## config.mk

```make
export PLATFORM = sky130hd
export DESIGN_NAME = amba_read_responder
export DESIGN_NICKNAME = d
export VERILOG_FILES = /design/src/rtl/amba_read_responder.sv
export SDC_FILE = /design/constraint.sdc
export NUM_CORES = 1
export LEC_CHECK = 0
export CAP_MARGIN = 20
export CORE_MARGIN = 5
export CORE_UTILIZATION = 65
export DETAILED_ROUTE_END_ITERATION = 6
export GPL_TIMING_DRIVEN = 0
export PLACE_DENSITY = 0.93
export RECOVER_POWER = 50
export SYNTH_ARGS = -nofsm -noshare
export SYNTH_HDL_FRONTEND = slang
export SYNTH_SLANG_ARGS = --single-unit
```

## constraint.sdc

```tcl
create_clock -name PCLK -period 42.2 [get_ports PCLK]
set_clock_uncertainty 0.2 [all_clocks]
set_input_delay 4.22 -clock PCLK [delete_from_list [all_inputs] [get_ports PCLK]]
set_output_delay 4.22 -clock PCLK [all_outputs]
set_load 0.1 [all_outputs]
```

## src/rtl/amba_read_responder.sv

```systemverilog
// APB read completer over a sensor-filled register table; PREADY in access cycle WAIT_STATES+1, held off by sens_lock up to TIMEOUT.
// Optional per-entry parity check is enabled by defining AMBA_READ_PARITY_EN.
module amba_read_responder #(
  parameter int          NUM_REGS    = 16,
  parameter logic [31:0] BASE_ADDR   = 32'h0,
  parameter int          WAIT_STATES = 0,
  parameter int          TIMEOUT     = 16,
  localparam int         AW          = $clog2(NUM_REGS)
) (
  input  logic          PCLK,
  input  logic          PRESET,
  input  logic          PSEL,
  input  logic          PENABLE,
  input  logic          PWRITE,
  input  logic [31:0]   PADDR,
  output logic [31:0]   PRDATA,
  output logic          PREADY,
  output logic          PSLVERR,
  input  logic          sens_we,
  input  logic [AW-1:0] sens_addr,
  input  logic [31:0]   sens_wdata,
  input  logic          sens_lock
`ifdef AMBA_READ_PARITY_EN
  , input  logic        sens_par_inj
`endif
);

  localparam int CW = $clog2(TIMEOUT + 1) + 1;

  typedef enum logic [1:0] {IDLE, ACCESS, RESP} state_t;

  state_t         state, state_nxt;
  logic [CW-1:0]  cnt, cnt_nxt, nxt_idx;
  logic [31:0]    addr_q, addr_cur, off;
  logic [31:0]    mem [NUM_REGS];
  logic [AW-1:0]  idx;
  logic [31:0]    rd_word;
  logic           addr_err, bypass, rd_perr, eval, go;
  logic [31:0]    prdata_nxt;
  logic           pready_nxt, pslverr_nxt;

  // The decision edge for a zero-wait read is the setup edge, so decode the live bus in IDLE.
  always_comb begin
    addr_cur = (state == IDLE) ? PADDR : addr_q;
    off      = addr_cur - BASE_ADDR;
    addr_err = (addr_cur < BASE_ADDR) || (off >= 32'(4 * NUM_REGS)) || (addr_cur[1:0] != 2'b00);
    idx      = off[AW+1:2];
    bypass   = sens_we && (sens_addr == idx);
    rd_word  = bypass ? sens_wdata : mem[idx];
  end

`ifdef AMBA_READ_PARITY_EN
  logic par [NUM_REGS];
  logic rd_par;

  always_comb begin
    rd_par  = bypass ? ((^sens_wdata) ^ sens_par_inj) : par[idx];
    rd_perr = (^rd_word) != rd_par;
  end

  always_ff @(posedge PCLK or posedge PRESET) begin
    if (PRESET) begin
      for (int i = 0; i < NUM_REGS; i++) par[i] <= 1'b0;
    end else if (sens_we) begin
      par[sens_addr] <= (^sens_wdata) ^ sens_par_inj;
    end
  end
`else
  assign rd_perr = 1'b0;
`endif

  always_ff @(posedge PCLK or posedge PRESET) begin
    if (PRESET) begin
      for (int i = 0; i < NUM_REGS; i++) mem[i] <= 32'h0;
    end else if (sens_we) begin
      mem[sens_addr] <= sens_wdata;
    end
  end

  // nxt_idx is the access-cycle number (1-based) the next cycle would be.
  always_comb begin
    state_nxt   = state;
    cnt_nxt     = cnt;
    pready_nxt  = 1'b0;
    pslverr_nxt = 1'b0;
    prdata_nxt  = 32'h0;
    eval        = 1'b0;
    go          = 1'b0;
    nxt_idx     = (state == IDLE) ? CW'(1) : cnt + CW'(2);
    case (state)
      IDLE: begin
        if (PSEL && !PENABLE && !PWRITE) begin
          go        = 1'b1;
          eval      = 1'b1;
          cnt_nxt   = '0;
          state_nxt = ACCESS;
        end
      end
      ACCESS: begin
        if (PSEL && PENABLE) begin
          eval    = 1'b1;
          cnt_nxt = cnt + CW'(1);
        end else begin
          state_nxt = IDLE;
        end
      end
      default: state_nxt = IDLE;
    endcase
    if (eval) begin
      if ((nxt_idx >= CW'(WAIT_STATES + 1)) && (addr_err || !sens_lock)) begin
        state_nxt  = RESP;
        pready_nxt = 1'b1;
        if (addr_err || rd_perr) pslverr_nxt = 1'b1;
        else                     prdata_nxt  = rd_word;
      end else if (nxt_idx >= CW'(TIMEOUT)) begin
        state_nxt   = RESP;
        pready_nxt  = 1'b1;
        pslverr_nxt = 1'b1;
      end
    end
  end

  always_ff @(posedge PCLK or posedge PRESET) begin
    if (PRESET) begin
      state   <= IDLE;
      cnt     <= '0;
      addr_q  <= 32'h0;
      PRDATA  <= 32'h0;
      PREADY  <= 1'b0;
      PSLVERR <= 1'b0;
    end else begin
      state   <= state_nxt;
      cnt     <= cnt_nxt;
      if (go) addr_q <= PADDR;
      PRDATA  <= prdata_nxt;
      PREADY  <= pready_nxt;
      PSLVERR <= pslverr_nxt;
    end
  end

endmodule

```

* After elaboration in Yosys (flattened, before gate mapping)
Cells that the tools add are included.
Widths: inputs -> output; s select.
** Word-level totals
- Logic and storage cells :: 84
- Memories :: 0
- Register bits after elaboration :: 586
- Input bits :: 75
- Latch bits :: 0
- Memory bits (read-only) :: 0
- Output and inout bits :: 34
- Bits in writable memories :: 0
** Cells by class
- Eq/ne operators :: 4
- Div/mod/pow operators :: 0
- Mux-type cells :: 31
- Shift-type cells :: 0
- Bitwise operators :: 2
- Multipliers :: 0
- $add $sub $neg :: 2
- Reductions and logical operators :: 16
- $lt $le $gt $ge :: 7
** Operators with widths (number)
- $bwmux 512 :: 1
- $mux 32 :: 8
- $bmux 32 s4 :: 1
- $demux 32 s4 :: 1
- $ge 32x7->1 const B :: 1
- $lt 32x1->1 const B :: 1
- $mux 6 :: 3
- $pmux 6 s2 :: 1
- $ge 5x5->1 const B :: 2
- $mux 2 :: 5
- $not 4->5 :: 2
- $mux 1 :: 9
- $add 6x1->6 const B :: 1
- $add 6x2->6 const B :: 1
- $ge 6x1->1 const B :: 1
- $ge 6x5->1 const B :: 1
- $logic_and 1x1->1 :: 6
- $lt 5x1->1 const B :: 1
- $eq 4x4->1 :: 1
- $pmux 2 s2 :: 1
- $reduce_bool 2->1 :: 2
- $logic_not 1->1 :: 3
- $logic_or 1x1->1 :: 3
- $reduce_and 3->1 :: 1
- other kinds (5) :: 5

* Longest topological paths before layout
- Depth in word-level cells :: 10
- Depth in mapped cells :: 9
- Gate-level depth less buffers :: 7

* Worst setup path after synthesis
No wires, ideal clock.
- Path kind :: input port to flip-flop
- Start :: input port sens_addr[0]
- End :: register mem[100] (netlist bit)
- Setup slack :: 36192 ps
- Setup time :: 125 ps
- Required time :: 41875 ps
- Path buffers :: 2
- Stages :: 4
- Arrival time :: 5683 ps
- Path through :: clkbuf_1 > nor4_1 > clkbuf_1 > mux2_2
** Between the ends
- Longest elaborated chain between the ends :: 6
** Ends and longest elaborated chain
- start: declaration :: RTL line 20 : input logic [AW-1:0] sens_addr,
- $not 4->5 (not written as such) (*) :: RTL line 76 : mem[sens_addr] <= sens_wdata;
- $ge 5x5->1 (not written as such) or $lt 5x1->1 (tied branches) :: RTL line 76
- $logic_and 1x1->1 (not written as such) :: RTL line 76
- $mux 32 (not written as such) :: RTL line 76
- $demux 32 s4 (*) :: RTL line 76
- $bwmux 512 (*) :: RTL line 76
- end signal: indexed assignment :: RTL line 76
- end: declaration :: RTL line 35 : logic [31:0] mem [NUM_REGS];
Every way passes the cells marked *; elsewhere a longest branch is shown, timed or not.
A chain may end at the register's enable or synchronous reset.

==> run_results.csv <==
group,metric,value,unit
yosys,yosys_most_used_dff,"sky130_fd_sc_hd__dfrtp_1",
clock_network,htreeDepth,2,
grt,grt_max_degree,142,
clock_network,clk_pin_slew,0.06,ns
drt,drt-wirelength-per-cell,27.40,um
sta,finalCritPeriodShare,39.46,%
yosys,post_synth_most_frequent_cells,"sky130_fd_sc_hd__dfrtp_1, sky130_fd_sc_hd__mux2_2, sky130_fd_sc_hd__mux2i_1",
setup_path,critPathSlowestCell,"sky130_fd_sc_hd__clkbuf_1",
power,power.leakage,13.33,nW
sta,timing_max_transition_violations_final,595,
sta,grt_setup_unrepaired,"false",
outcome,run_status,"complete, but fails checks",
placed_design,place_congestion,0.9214,
yosys,async_flop_share,100.0,%
sta,whs,0.2795,ns
final_layout,post_route_cells_drive_above_1_share,27.47,%
yosys,synth_cell_types,45,
yosys,synth_sequential_area_ratio,55.68,%
yosys,synth-warning-count,0,
sta,final-setup-viol-count,0,
drt,first_iter_violations,1988,
job,drv_cap,5,
final_layout,diodes,0,
setup_path,timing.critical_path.fanout_max,126,
min_path,holdCritPathClass,"register to register",
outcome,failed_checks,"capacitance limit, slew limit",
placed_design,dp_hpwl,45620,um
clock_network,post-cts-setup-buffers,0,
setup_path,critical_path_arrival,15.94,ns
final_layout,syn2layout_area_growth,13.17,%
clock_network,cts_resized,0,
sta,timing_worst_slew_pin_value,7.239,ns
yosys,yosys_register_bits,586,
grt,number_of_antenna_violations_at_the_first_check_in_global_routing,3,
clock_network,tritoncts_num_sinks,586,
grt,grt_pass1_wl,114300,um
sta,post-route-min-period,16.65,ns
setup_path,crit_chain,"dlygate4sd3_1 > clkinvlp_2 > clkbuf_1 > clkbuf_1",
die,fp-row-count,73,
setup_path,timing.critical_path.max_delay_family,"buffers and inverters",
yosys,mappedNetlistArea,26340,um^2
die,num_io_pins,109,
drt,antenna_left,0,
yosys,synthesis.area_per_instance,13.47,um^2
die,core_region_area,39910,um^2
yosys,share_of_yosys_cell_area_claimed_by_the_top_area_cell_type,55.68,%
drt,via_count_normalized_by_instance_count,6.802,
power,powerDensity,50.38,nW/um^2
yosys,synthesis.nets,2032,
yosys,post-synth-top-count-cell,"sky130_fd_sc_hd__dfrtp_1",
drt,drc_errors,0,
setup_path,critical_path.endpoint_type,"asynchronous set/reset pin",
placed_design,buffer_ports.inserted,106,
clock_network,tritoncts_clock_tree,"built",
sta,slew_headroom,-382.6,%
die,floorplan.initialDensity,65.98,%
clock_network,cts-root-buf,"sky130_fd_sc_hd__clkbuf_16",
power,vdd.ir_drop.worst,0.03785,mV
setup_path,critical_path.max_stage_delay,4.78,ns
setup_path,crit_buf_inv,4,
drt,via_count,18280,
grt,global_route.usage.total,33.21,%
sta,clock.fmax,60.05,MHz
min_path,cell_depth_of_the_worst_min_delay_path,2,
yosys,synth.top_cells.by_area,"sky130_fd_sc_hd__dfrtp_1, sky130_fd_sc_hd__mux2_2, sky130_fd_sc_hd__mux2i_1, sky130_fd_sc_hd__mux2_1, sky130_fd_sc_hd__o22ai_1",
yosys,yosysTopAreaCell,"sky130_fd_sc_hd__dfrtp_1",
clock_network,clock_insertion_delay_at_the_later_pin_of_the_skew_report,0.62,ns
drt,detailedRoute.firstPassIterationCount,6,
clock_network,cts_made_buffers,56,
die,die_w,211.3,um
grt,globalRoute.totalOverflow,0,
die,fp.dieH,211.3,um
yosys,synthesis.instances,1955,
clock_network,clock_path_buffers,3,
setup_path,worst_ep_required_time,41.49,ns
setup_path,timing.critical_path.depth,4,
yosys,synth-edff-count,0,
drt,wl,73630,um
sta,hold_viol_final,0,
die,floorplan.die_area,44640,um^2
final_layout,nets_final,2201,
clock_network,cts_hold_repair.buffers,0,
grt,first_global_vias,19960,
setup_path,critical_path.most_common_cell,"sky130_fd_sc_hd__clkbuf_1",
setup_path,cp-start-kind,"primary input",
setup_path,worst_r2r_path_depth,8,
sta,fin_tns_setup,0,ns
setup_path,setup.worst_path.class,"primary input to asynchronous set/reset pin",
==> kinds of logic after synthesis <==
kind of cell               count (synthesis)  share of synthesized area (%)
muxes                                    774                          31.89
buffers and inverters                    165                          2.656
xor gates and xnor gates                   9                         0.3278
adders and majority gates                  2                        0.09500
AOI/OAI and AO/OA                        173                          4.827
and+or+nand+nor                          246                          4.528
DFF                                      586                          55.68
==> registers in the layout, indices dropped and copies added, names as in the netlist <==
name,cells
PRDATA,32
PREADY,1
PSLVERR,1
addr_q,32
cnt,6
mem,512
state,2
==> cell type report <==
type | instances | area (um^2)
fill | 2280 | 10110
timing repair buffer | 111 | 1080
clock inverter | 9 | 52.55
multi-input combinational | 1204 | 10970
clock buffer | 87 | 1679
sequential | 586 | 14660
tap | 525 | 656.9
buffer | 162 | 686.9
inverter | 3 | 12.51
==> metrics by stage <==
stage	utilization, %	std cells	instance area, um^2	total power [mW]	setup WS (ns)
finish	74.67	2687	29800	1.501	25.55
global placement	70.29	2586	28050	0.9826	16.34
detailed placement	70.62	2591	28190	1.011	34.91
global route	74.67	2687	29800	1.557	23.04
CTS	74.95	2687	29920	1.497	35.50
floorplan	-	1955	26340	0.9308	21.38
==> where the power goes <==
| group | internal, mW | switching, mW |
|---|---|---|
| Clock | 0.271 | 0.214 |
| Sequential | 0.682 | 0.0698 |
| Combinational | 0.137 | 0.127 |
==> worst reg2reg max path: stages, from the launching register on <==
cell and delay (ns):
sky130_fd_sc_hd__dfrtp_1 0.44, sky130_fd_sc_hd__nor2_1 0.24, sky130_fd_sc_hd__mux2i_2 0.54, sky130_fd_sc_hd__buf_2 0.34, sky130_fd_sc_hd__buf_2 0.40, sky130_fd_sc_hd__mux2i_1 0.38, sky130_fd_sc_hd__o22ai_1 0.14, sky130_fd_sc_hd__nor4_1 0.51
sky130_fd_sc_hd__a211oi_2 0.20
==> layout by cell type (no fill, tap or decap), types with 2 or more instances in the layout <==
master                            synthesis  layout
sky130_fd_sc_hd__a211oi_1                 2       2
sky130_fd_sc_hd__a211oi_2                30      30
sky130_fd_sc_hd__and3_1                   2       2
sky130_fd_sc_hd__buf_1                   22      21
sky130_fd_sc_hd__buf_2                   37      36
sky130_fd_sc_hd__buf_6                    4       4
sky130_fd_sc_hd__clkbuf_1                98     121
sky130_fd_sc_hd__clkbuf_16                0      57
sky130_fd_sc_hd__clkbuf_8                 0      14
sky130_fd_sc_hd__clkdlybuf4s50_1          0     102
sky130_fd_sc_hd__clkinv_2                 0       7
sky130_fd_sc_hd__dfrtp_1                586     586
sky130_fd_sc_hd__dlygate4sd3_1            0       4
sky130_fd_sc_hd__ha_1                     2       2
sky130_fd_sc_hd__inv_1                    2       2
sky130_fd_sc_hd__inv_6                    0       2
sky130_fd_sc_hd__mux2_1                  74      75
sky130_fd_sc_hd__mux2_2                 439     438
sky130_fd_sc_hd__mux2i_1                259     259
sky130_fd_sc_hd__nand2_1                111     111
sky130_fd_sc_hd__nand2b_1                 7       7
sky130_fd_sc_hd__nand3_1                  8       8
sky130_fd_sc_hd__nand3b_1                 2       2
sky130_fd_sc_hd__nand4_1                  3       3
sky130_fd_sc_hd__nor2_1                  17      17
sky130_fd_sc_hd__nor3_1                  35      35
sky130_fd_sc_hd__nor4_1                  47      47
sky130_fd_sc_hd__o211ai_1                 2       2
sky130_fd_sc_hd__o21ai_0                  4       4
sky130_fd_sc_hd__o21ai_1                  3       3
sky130_fd_sc_hd__o22ai_1                128     128
sky130_fd_sc_hd__or2_1                    3       3
sky130_fd_sc_hd__or4_1                    3       3
sky130_fd_sc_hd__or4b_1                   2       2
sky130_fd_sc_hd__xnor2_1                  2       2
sky130_fd_sc_hd__xor2_1                   6       6
==> worst paths after layout <==
kind / start / end / slack, ns
setup reg to reg: state[0] / PRDATA[30] / 38.63
max in group PCLK: sens_we / mem[123] / 34.95
hold reg to reg: addr_q[0] / addr_q[0] / 0.28
min in group asynchronous: PRESET / addr_q[22] / 5.11
setup / recovery: PRESET / mem[299] / 25.55
hold / removal: addr_q[0] / addr_q[0] / 0.28
==> per-layer routing <==
metal  GRT usage (%)  vias to the layer above  routed length [um]
met5               0                        -                  39
met1           41.59                     9391               27450
met4           17.35                        6                4293
met3           9.262                      321                6906
met2           53.27                     1088               34940
li1                -                     7471                   -
No activity file was read; power rests on OpenSTA's default activity.
